**src/rtl/key_pulse_gen.sv**
```systemverilog
// Debounces an active-low pushbutton into a held level plus single-cycle pressed/released pulses.
// Define KEY_AUTOREPEAT_EN to build the auto-repeat of the pressed pulse while the key stays down.
module key_pulse_gen #(
  parameter int DEBOUNCE_CYCLES = 1000000,
  parameter int REPEAT_DELAY    = 25000000,
  parameter int REPEAT_PERIOD   = 10000000
) (
  input  logic clk,
  input  logic rst,
  input  logic key_n,
  output logic pressed,
  output logic held,
  output logic released
);

  localparam int MAX_A = (DEBOUNCE_CYCLES > REPEAT_DELAY) ? DEBOUNCE_CYCLES : REPEAT_DELAY;
  localparam int MAX_C = (MAX_A > REPEAT_PERIOD) ? MAX_A : REPEAT_PERIOD;
  localparam int CW    = (MAX_C > 2) ? $clog2(MAX_C) : 1;
  localparam logic [CW-1:0] DB_LAST = CW'(DEBOUNCE_CYCLES - 1);

  // IDLE: up | PRESS_WAIT: debouncing a press | DOWN: accepted down | RELEASE_WAIT: debouncing a release
  typedef enum logic [1:0] {
    S_IDLE,
    S_PRESS_WAIT,
    S_DOWN,
    S_RELEASE_WAIT
  } state_t;

  logic          r_sync1;
  logic          r_sync2;
  state_t        r_state;
  logic [CW-1:0] r_cnt;
  logic          r_pressed;
  logic          r_held;
  logic          r_released;

  logic          w_key_s;
  state_t        w_state_nxt;
  logic [CW-1:0] w_cnt_nxt;
  logic          w_pressed_nxt;
  logic          w_released_nxt;
  logic          w_held_nxt;

  assign w_key_s = r_sync2;

`ifdef KEY_AUTOREPEAT_EN
  localparam logic [CW-1:0] RD_LAST = CW'(REPEAT_DELAY - 1);
  localparam logic [CW-1:0] RP_LAST = CW'(REPEAT_PERIOD - 1);

  // r_rep_phase: 0 while waiting for the first repeat, 1 for the periodic ones
  logic          r_rep_phase;
  logic          w_rep_phase_nxt;
  logic [CW-1:0] w_rep_last;

  assign w_rep_last = r_rep_phase ? RP_LAST : RD_LAST;

  always_ff @(posedge clk or posedge rst) begin
    if (rst) r_rep_phase <= 1'b0;
    else     r_rep_phase <= w_rep_phase_nxt;
  end
`endif

  always_ff @(posedge clk or posedge rst) begin
    if (rst) begin
      r_sync1 <= 1'b0;
      r_sync2 <= 1'b0;
    end else begin
      r_sync1 <= ~key_n;
      r_sync2 <= r_sync1;
    end
  end

  always_comb begin
    w_state_nxt    = r_state;
    w_cnt_nxt      = r_cnt;
    w_pressed_nxt  = 1'b0;
    w_released_nxt = 1'b0;
`ifdef KEY_AUTOREPEAT_EN
    w_rep_phase_nxt = r_rep_phase;
`endif
    case (r_state)
      S_IDLE: begin
        if (w_key_s) begin
          w_state_nxt = S_PRESS_WAIT;
          w_cnt_nxt   = '0;
        end
      end
      S_PRESS_WAIT: begin
        if (!w_key_s) begin
          w_state_nxt = S_IDLE;
          w_cnt_nxt   = '0;
        end else if (r_cnt == DB_LAST) begin
          w_state_nxt   = S_DOWN;
          w_cnt_nxt     = '0;
          w_pressed_nxt = 1'b1;
`ifdef KEY_AUTOREPEAT_EN
          w_rep_phase_nxt = 1'b0;
`endif
        end else begin
          w_cnt_nxt = r_cnt + 1'b1;
        end
      end
      S_DOWN: begin
        if (!w_key_s) begin
          w_state_nxt = S_RELEASE_WAIT;
          w_cnt_nxt   = '0;
        end
`ifdef KEY_AUTOREPEAT_EN
        else if (r_cnt == w_rep_last) begin
          w_cnt_nxt       = '0;
          w_pressed_nxt   = 1'b1;
          w_rep_phase_nxt = 1'b1;
        end else begin
          w_cnt_nxt = r_cnt + 1'b1;
        end
`endif
      end
      S_RELEASE_WAIT: begin
        // a bounce back to down restarts the repeat interval but never re-pulses pressed
        if (w_key_s) begin
          w_state_nxt = S_DOWN;
          w_cnt_nxt   = '0;
        end else if (r_cnt == DB_LAST) begin
          w_state_nxt    = S_IDLE;
          w_cnt_nxt      = '0;
          w_released_nxt = 1'b1;
        end else begin
          w_cnt_nxt = r_cnt + 1'b1;
        end
      end
      default: begin
        w_state_nxt = S_IDLE;
        w_cnt_nxt   = '0;
      end
    endcase
  end

  assign w_held_nxt = (w_state_nxt == S_DOWN) || (w_state_nxt == S_RELEASE_WAIT);

  always_ff @(posedge clk or posedge rst) begin
    if (rst) begin
      r_state    <= S_IDLE;
      r_cnt      <= '0;
      r_pressed  <= 1'b0;
      r_held     <= 1'b0;
      r_released <= 1'b0;
    end else begin
      r_state    <= w_state_nxt;
      r_cnt      <= w_cnt_nxt;
      r_pressed  <= w_pressed_nxt;
      r_held     <= w_held_nxt;
      r_released <= w_released_nxt;
    end
  end

  assign pressed  = r_pressed;
  assign held     = r_held;
  assign released = r_released;

endmodule

```
**config.mk**
```make
export PLATFORM = sky130hd
export DESIGN_NAME = key_pulse_gen
export DESIGN_NICKNAME = d
export VERILOG_FILES = /design/src/rtl/key_pulse_gen.sv
export SDC_FILE = /design/constraint.sdc
export NUM_CORES = 1
export LEC_CHECK = 0
export BUFFER_PORTS_ARGS = -buffer_cell sky130_fd_sc_hd__clkbuf_2
export CORE_MARGIN = 1.5
export CORE_UTILIZATION = 52
export DETAILED_ROUTE_END_ITERATION = 6
export PLACE_DENSITY_LB_ADDON = 0.25
export SLEW_MARGIN = 20
export SYNTH_ARGS = -nofsm -noshare
export SYNTH_HDL_FRONTEND = slang
export SYNTH_SLANG_ARGS = --single-unit
```
**constraint.sdc**
```tcl
create_clock -name clk -period 2.6 [get_ports clk]
set_clock_uncertainty 0.1 [all_clocks]
set_input_delay 0.26 -clock clk [delete_from_list [all_inputs] [get_ports clk]]
set_output_delay 0.26 -clock clk [all_outputs]
set_load 0.03 [all_outputs]
```
==> impl_metrics.tcl, run 1 <==
set metrics [dict create \
    dp_cells 216 \
    min_path_type "register to register" \
    slew_viol_final 0 \
    seq_power_share 0.528 \
    cts_made_buffers 5 \
    cts_max_level 2 \
    die_w_um 59.5 \
    clock.fmax_mhz 453 \
    finalSetupViolCount 0 \
    fin_crit_ns 2.21 \
    reg2reg_depth 6 \
    clock_latency_ns 0.34 \
    synth_common_cells "dfrtp_1, nand2_1, nor2_1" \
    via_per_inst 5.93 \
    cts_setup_buffers 0 \
    setup_tns_ns 0 \
    wl_per_cell_um 14.7 \
    fin_cells 226 \
    path_cells "nor4_2 > nand3_1 > o31a_1 > buf_4 > a21o_1 > a22o_1" \
    synth_cell_types 41 \
    path_max_fanout 17 \
    postRouteAntennaNets 0 \
    max_cap_viol_count 0 \
    cts_tree "built" \
    worst_pin_slew_ns 0.616 \
    dp_hpwl_um 2320 \
    yosys.area.top_type "dfrtp_1" \
    p_per_area_mw_per_mm2 525 \
    wirelength_um 3330 \
    met3_usage 0.0590 \
    reg2reg_setup_slack_ns 0.39 \
    seq_area_frac_synth 0.468 \
    relSlewSlack 0.589 \
    n_antenna_cell 0 \
    syn2layout_area_growth_pct 9.58 \
    worstSetupStartpoint "r_cnt[10]" \
    leakagePower_uw 0.000782 \
    path_clk_slew_ns 0.10 \
    cpPeakStageDelay_ns 0.52 \
    cts_buffer_depth 2 \
    use_met2 0.363 \
    critPathArrivalTime_ns 2.35 \
    netlist_instances 170 \
    hold_buffers 2 \
    coreArea_mm2 0.00305 \
    netlist.area_leader.share 0.468 \
    drc_errors 0 \
    avgSynthCellArea_um2 9.75 \
    synth_edf_count 0 \
    drtIter0Drc 103 \
    yosys_warnings 0 \
    antenna_found_initial 0 \
    gr-total-overflow 0 \
    async_flop_share 1.00 \
    n_fill_cell 266 \
    use_met1 0.285 \
    worstPathRequired_ns 2.74 \
    cp-end-kind "register" \
    startpoint_type "register" \
    cts-resized-gates 0 \
    ctsRootBufferMaster "clkbuf_4" \
    portBuffers 5 \
    synth.net_count 174 \
    cts_sinks 31 \
    first_global_vias 1287 \
    ios 6 \
    top_usage_layer "met2" \
    synth.most_common_cell "dfrtp_1" \
    rows 20 \
    syn_area_mm2 0.00166 \
    placed_area_mm2 0.00171 \
    p_comb_frac 0.056 \
    ir_drop_mv 0.336 \
    reg2reg_to "r_cnt[3]" \
    die_h_um 59.5 \
    synth_top_flop_cell "dfrtp_1" \
    p_sw_frac 0.226 \
    hold_violations 0 \
    grt_max_degree 32 \
    final_net_count 185 \
    design_area_mm2 0.00182 \
    critPathKind "register to register" \
    grt_use_total 0.224 \
    gp_congestion 0.817 \
    die_area_mm2 0.00354 \
    ys_ff_latch 31 \
    slowest_stage "o31a_1" \
    start_util 0.543 \
    via_count 1341 \
    rsz0062_at_grt "no" \
    fin_hold_ws_ns 0.264 \
    p_sw_uw 215 \
    ys_top_cells_by_area "dfrtp_1, xnor2_1, nand3_1" \
    status "finished clean" \
    r2r-start "r_cnt[10]" \
    clockPowerShare 0.416 \
    post_route_cells_drive_above_1_share 0.143 \
    grt_pass1_wl_um 5780 \
    cp-endpoint "r_cnt[3]" \
    p_int_uw 738 \
    fin_crit_sh 0.850 \
    first_pass_iters 4 \
]
-- worst min-delay path by stage --
stage | end | slack [ns] | cells past startpoint | start
6_report | r_sync2 | 0.26 | 0 | r_sync1
5_1_grt | r_sync2 | 0.28 | 0 | r_sync1
4_1_cts | r_sync2 | 0.27 | 0 | r_sync1
3_5_place_dp | r_cnt[13] | 0.24 | 3 | rst
3_3_place_gp | r_sync2 | 0.23 | 3 | rst
2_1_floorplan | r_sync1 | 0.22 | 1 | key_n
-- flip-flops by register name (all words and copies together) (netlist names) --
signal / cells
r_state: 1
r_cnt: 25
pressed: 1
held: 1
r_sync2: 1
r_sync1: 1
released: 1
-- power groups by stage --
stage / Clock (µW) / Combinational [µW] / Sequential [µW]
2_1_floorplan: 0 / 42.0 / 510
3_3_place_gp: 0 / 49.8 / 512
3_5_place_dp: 0 / 52.2 / 512
4_1_cts: 405 / 54.6 / 503
5_1_grt: 425 / 60.9 / 506
6_report: 397 / 53.8 / 503
-- layout make-up --
type | count | area, µm² | share of cell area
Timing Repair Buffer | 10 | 67.6 | 0.0372
Inverter | 5 | 18.8 | 0.0103
Tap cell | 44 | 55.1 | 0.0303
Clock inverter | 2 | 35.0 | 0.0193
Multi-Input combinational cell | 128 | 813 | 0.448
Clock buffer | 6 | 51.3 | 0.0282
Sequential cell | 31 | 776 | 0.427
-- through the flow --
step	total power [µW]	worst slack, ns	util
finish	954	0.390	0.595
global route	991	0.241	0.595
CTS	963	0.388	0.595
detailed placement	565	0.405	0.560
global placement	562	0.466	0.560
floorplan	552	0.760	-
-- metal layers --
layer	part of all wire	vias to the layer above
li1	-	643
met1	0.45	648
met2	0.48	41
met3	0.055	9
met4	0.018	0
met5	0	-
-- cell usage in the layout (no fill, tap or decap), types with 2 or more instances in the layout --
cell            n
dfrtp_1        31
nand2_1        17
nor2_1         16
nand3_1        13
xnor2_1        10
nand4_1         8
nor3_1          7
a21oi_1         6
and3_1          5
a31oi_1         5
inv_1           5
clkbuf_4        5
clkbuf_2        5
nor4_1          4
and2_1          4
a22o_1          4
o211ai_1        3
buf_4           3
a21o_1          2
mux2i_1         2
o21ai_0         2
mux2_2          2
nor3b_1         2
dlygate4sd3_1   2
-- logic make-up after synthesis --
logic type      count (synthesis)  share of synthesized area
simple gates                   85                      0.281
flops                          31                      0.468
compound gates                 27                      0.114
xor+xnor                       11                     0.0626
buf+inv                        11                     0.0415
mux                             4                     0.0257
fa+ha+maj                       1                    0.00755
-- critical path: cells and delay by family (launching register included) --
family                 cells  cell delay (ns)
AOI/OAI and AO/OA          3             0.85
buffers and inverters      1             0.27
DFF                        1             0.46
and+or+nand+nor            2             0.44
No activity file was read; power rests on OpenSTA's default activity.
==> inputs of run 2 (changes only) <==
- clock period: 2.6 -> 1.9 ns (I/O delays scaled with it)
==> run 2 against run 1 <==
  * Highest routed layer unchanged
  * Clock power down 2%
  * Fmax up 19%
  * Sequential power up 36%
  * Largest cell class unchanged
  * Global-route usage up 2.8 points
  * Sequential share of layout area down 3.9 points
  * Largest power group unchanged
==> impl_metrics.tcl, run 2 (same netlist as run 1, synthesis figures left out) <==
set metrics [dict create \
    min_path_type "register to register" \
    cts_max_level 2 \
    critPathArrivalTime_ns 1.98 \
    path_max_fanout 12 \
    die_area_mm2 0.00354 \
    coreArea_mm2 0.00305 \
    portBuffers 5 \
    post_route_cells_drive_above_1_share 0.265 \
    die_h_um 59.5 \
    grt_pass1_wl_um 6470 \
    drc_errors 0 \
    relSlewSlack 0.694 \
    start_util 0.543 \
    worst_pin_slew_ns 0.458 \
    first_global_vias 1379 \
    first_pass_iters 4 \
    ctsRootBufferMaster "clkbuf_4" \
    top_register "r_cnt" \
    fin_crit_ns 1.86 \
    final_common_cell "dfrtp_1" \
    largest_reg_flops 25 \
    clock.fmax_mhz 537 \
    multi_input_area_um2 850 \
    postRouteAntennaNets 0 \
    post-place-ws_ns 0.0178 \
    cts_tree "built" \
    antenna_found_initial 0 \
    path_clk_slew_ns 0.10 \
    worst_slack_ns 0.0379 \
    leakagePower_uw 0.000901 \
    postLayoutCoreUtil 0.657 \
    slowest_stage "dfrtp_1" \
    grt_max_degree 32 \
    slew_viol_final 0 \
    ir_drop_mv 0.415 \
    path_buf_inv 2 \
    p_per_area_mw_per_mm2 586 \
    status "finished clean" \
    regArea_um2 777 \
    max_cap_viol_count 0 \
    worstPathRequired_ns 2.02 \
    wirelength_um 3820 \
    final_cell_mix "dfrtp_1, buf_4, nand2_1, nor2_1, nand3_1" \
    rsz0062_at_grt "yes" \
    cts_buffer_depth 2 \
    cts_sinks 31 \
    critPathKind "register to register" \
    cp-end-kind "register" \
    cpPeakStageDelay_ns 0.41 \
    drtIter0Drc 61 \
    finalSetupViolCount 0 \
    path_delay_family "simple AND/OR/NAND/NOR gates" \
    syn2layout_area_growth_pct 20.9 \
    path_cells "nor4_2 > nand3_1 > o31a_1 > buf_6 > nor2_2 > buf_4 > nor2_1" \
    die_w_um 59.5 \
    ios 6 \
    cts_made_buffers 5 \
    wl_per_cell_um 15.4 \
    grt_use_total 0.252 \
    rows 20 \
    gp_congestion 0.873 \
    hold_violations 0 \
    n_antenna_cell 0 \
    via_count 1446 \
    startpoint_type "register" \
    fin_crit_sh 0.980 \
    clock_latency_ns 0.33 \
    via_per_inst 5.83 \
    final_net_count 208 \
    setup_tns_ns 0 \
    gr-total-overflow 0 \
    dp_hpwl_um 2670 \
    n_fill_cell 261 \
]
## run 2: worst paths after layout
kind,start,to,slack (ns),cells past startpoint
min in group asynchronous,rst,r_sync1,0.36,4
max in group asynchronous,rst,held,1.03,4
worst max register to register,r_cnt[23],r_cnt[19],0.04,7
worst max-delay path,r_cnt[23],r_cnt[19],0.04,7
worst min register to register,r_sync1,r_sync2,0.28,0
worst min-delay path,r_sync1,r_sync2,0.28,0
## run 2: timing repair
| action | CTS | global route |
|---|---|---|
| endpoints found under the hold margin | 32 | 0 |
| hold buffers | 2 | 0 |
| endpoints found under the setup margin | 1 | 17 |
| gates resized for setup | 0 | 9 |
| setup buffers | 0 | 0 |
| gates cloned | 0 | 0 |
| pin swaps | 1 | 5 |
## run 2: cell type report
cell class / instances / area share
Clock buffer: 6 / 0.0256
Clock inverter: 1 / 0.00250
Inverter: 5 / 0.00936
Multi-Input combinational cell: 128 / 0.424
Sequential cell: 31 / 0.388
Tap cell: 44 / 0.0275
Timing Repair Buffer: 33 / 0.124
## run 2: worst register-to-register path: stages (launching register included)
cell	delay, ns
dfrtp_1	0.41
nor4_2	0.27
nand3_1	0.12
o31a_1	0.36
buf_6	0.17
nor2_2	0.12
buf_4	0.14
nor2_1	0.05
## run 2: power by group
group	switching [µW]	internal, µW
sequential	10.4	672
combinational	58.0	45.4
clock	216	171
total	285	889
## run 2: layer usage
layer,routed length [µm],up-vias,track usage,part of all wire
met1,1670,705,0.319,0.44
met5,0,-,0,0
li1,-,681,-,-
met4,67,0,0.0909,0.018
met3,142,9,0.0611,0.037
met2,1940,51,0.418,0.51
## run 2: per-stage QoR
step	hold WS, ns	total power [µW]	std cells	instance area (µm²)
floorplan	0.149	755	170	1660
global placement	0.159	788	239	1880
detailed placement	0.167	792	239	1880
CTS	0.281	1180	248	1960
global route	0.302	1230	248	2000
finish	0.277	1170	248	2000
==> inputs of run 3 (changes only) <==
- clock period: 1.9 -> 1.8 ns (I/O delays scaled with it)
==> run 3 against run 2 <==
  * The flow now finishes with violations (setup timing)
  * Combinational power grew 30%
  * Wire length rose by 11%
  * Clock power increased by 3%
  * Final area rose by 8.9%
  * Worst setup slack got worse by 0.17 ns
  * Critical path depth is 1 lower
  * Global-route usage up 0.68 points
  * Register-to-register slack lost 0.17 ns
  * Power is 7.1% higher
==> impl_metrics.tcl, run 3 (same netlist as run 1, synthesis figures left out) <==
set metrics [dict create \
    status "finished, violations left" \
    violations "setup timing" \
    p_per_area_mw_per_mm2 576 \
    antenna_found_initial 0 \
    cts_sinks 31 \
    rows 20 \
    coreArea_mm2 0.00305 \
    top_register "r_cnt" \
    postLayoutCoreUtil 0.715 \
    clock_latency_ns 0.34 \
    seq_power_share 0.574 \
    gp_congestion 0.844 \
    via_count 1567 \
    finalSetupViolCount 21 \
    first_pass_iters 4 \
    wirelength_um 4250 \
    drc_errors 0 \
    via_per_inst 5.80 \
    die_area_mm2 0.00354 \
    worst_pin_slew_ns 0.518 \
    p_total_uw 1260 \
    wl_met2_um 2080 \
    cts_max_level 2 \
    die_w_um 59.5 \
    first_global_vias 1482 \
    critPathArrivalTime_ns 2.07 \
    wl_met3_um 273 \
    slew_viol_final 0 \
    final_net_count 229 \
    largest_reg_flops 25 \
    critPathKind "register to register" \
    ios 6 \
    design_area_mm2 0.00218 \
    wl_met1_um 1820 \
    p_int_uw 917 \
    syn2layout_area_growth_pct 31.6 \
    setup_tns_ns -1.55 \
    worstPathRequired_ns 1.94 \
    path_clk_slew_ns 0.11 \
    portBuffers 5 \
    rsz0062_at_grt "yes" \
    fin_crit_ns 1.93 \
    startpoint_type "register" \
    p_sw_uw 340 \
    ctsRootBufferMaster "clkbuf_4" \
    p_sw_frac 0.271 \
    placed_area_mm2 0.00200 \
    leakagePower_uw 0.00103 \
    hold_violations 0 \
    min_path_type "register to register" \
    cts_tree "built" \
    path_max_fanout 6 \
    cts_made_buffers 5 \
    dp_hpwl_um 2880 \
    p_comb_frac 0.107 \
    gr-total-overflow 0 \
    grt_max_degree 32 \
    final_common_cell "buf_4" \
    final_cell_mix "buf_4, dfrtp_1, nor2_1, nand2_1, nand3_1" \
    post-place-ws_ns -0.0861 \
    cp-end-kind "register" \
    clock.fmax_mhz 518 \
    relSlewSlack 0.653 \
    ir_drop_mv 0.303 \
    cts_buffer_depth 2 \
    worst_slack_ns -0.130 \
    drtIter0Drc 99 \
    postRouteAntennaNets 0 \
    fin_crit_sh 1.07 \
    start_util 0.543 \
    grt_pass1_wl_um 6710 \
    grt_use_total 0.259 \
    wl_per_cell_um 15.7 \
    post_route_cells_drive_above_1_share 0.345 \
    max_cap_viol_count 0 \
    die_h_um 59.5 \
    n_antenna_cell 0 \
    routed.top_layer "met4" \
    clockPowerShare 0.319 \
]
-- run 3: path summary, 6_finish.rpt --
check,startpoint,end,slack (ns),cells after the start
max,r_cnt[7],r_cnt[8],-0.13,6
min,r_sync1,r_sync2,0.26,0
max reg2reg,r_cnt[7],r_cnt[8],-0.13,6
min reg2reg,r_sync1,r_sync2,0.26,0
max in group asynchronous,rst,r_sync2,0.96,4
min in group asynchronous,rst,released,0.34,4
-- run 3: timing repair --
action / CTS / global route
hold buffers: 2 / 0
buffers inserted: 1 / 5
pin swaps: 1 / 8
resized for setup: 6 / 8
endpoints found under the hold margin: 32 / 0
endpoints found under the setup margin: 20 / 29
-- run 3: power groups by stage --
stage | registers [µW] | clock network [µW] | logic (µW)
after global routing | 724 | 431 | 147
after floorplan | 737 | 0 | 60.7
after global placement | 731 | 0 | 108
after CTS | 720 | 406 | 122
after detailed placement | 734 | 0 | 114
final | 722 | 401 | 134
-- run 3: stage by stage --
stage	hold slack [ns]	instances
after floorplan	0.139	170
after global placement	0.153	255
after detailed placement	0.166	255
after CTS	0.260	266
after global routing	0.265	270
final	0.262	270
-- run 3: layer usage --
metal,global-route usage,vias up
met4,0.127,0
met2,0.405,68
met5,0,-
met1,0.344,761
li1,-,727
met3,0.0459,11
-- run 3: final cells by class --
cell class	instances	area (µm²)
inverters	5	18.8
repair buffers	54	405
well taps	44	55.1
clock buffers	5	37.5
fillers	240	871
flip-flops and latches	31	777
multi-input cells	128	873
clock inverters	3	15.0
-- run 3: worst max-delay path: stages, from the launching register on --
cell and delay (ns):
dfrtp_1 0.41, nor4_2 0.28, nand3_1 0.16, o31a_1 0.38
buf_4 0.16, a21o_1 0.15, a22o_1 0.20
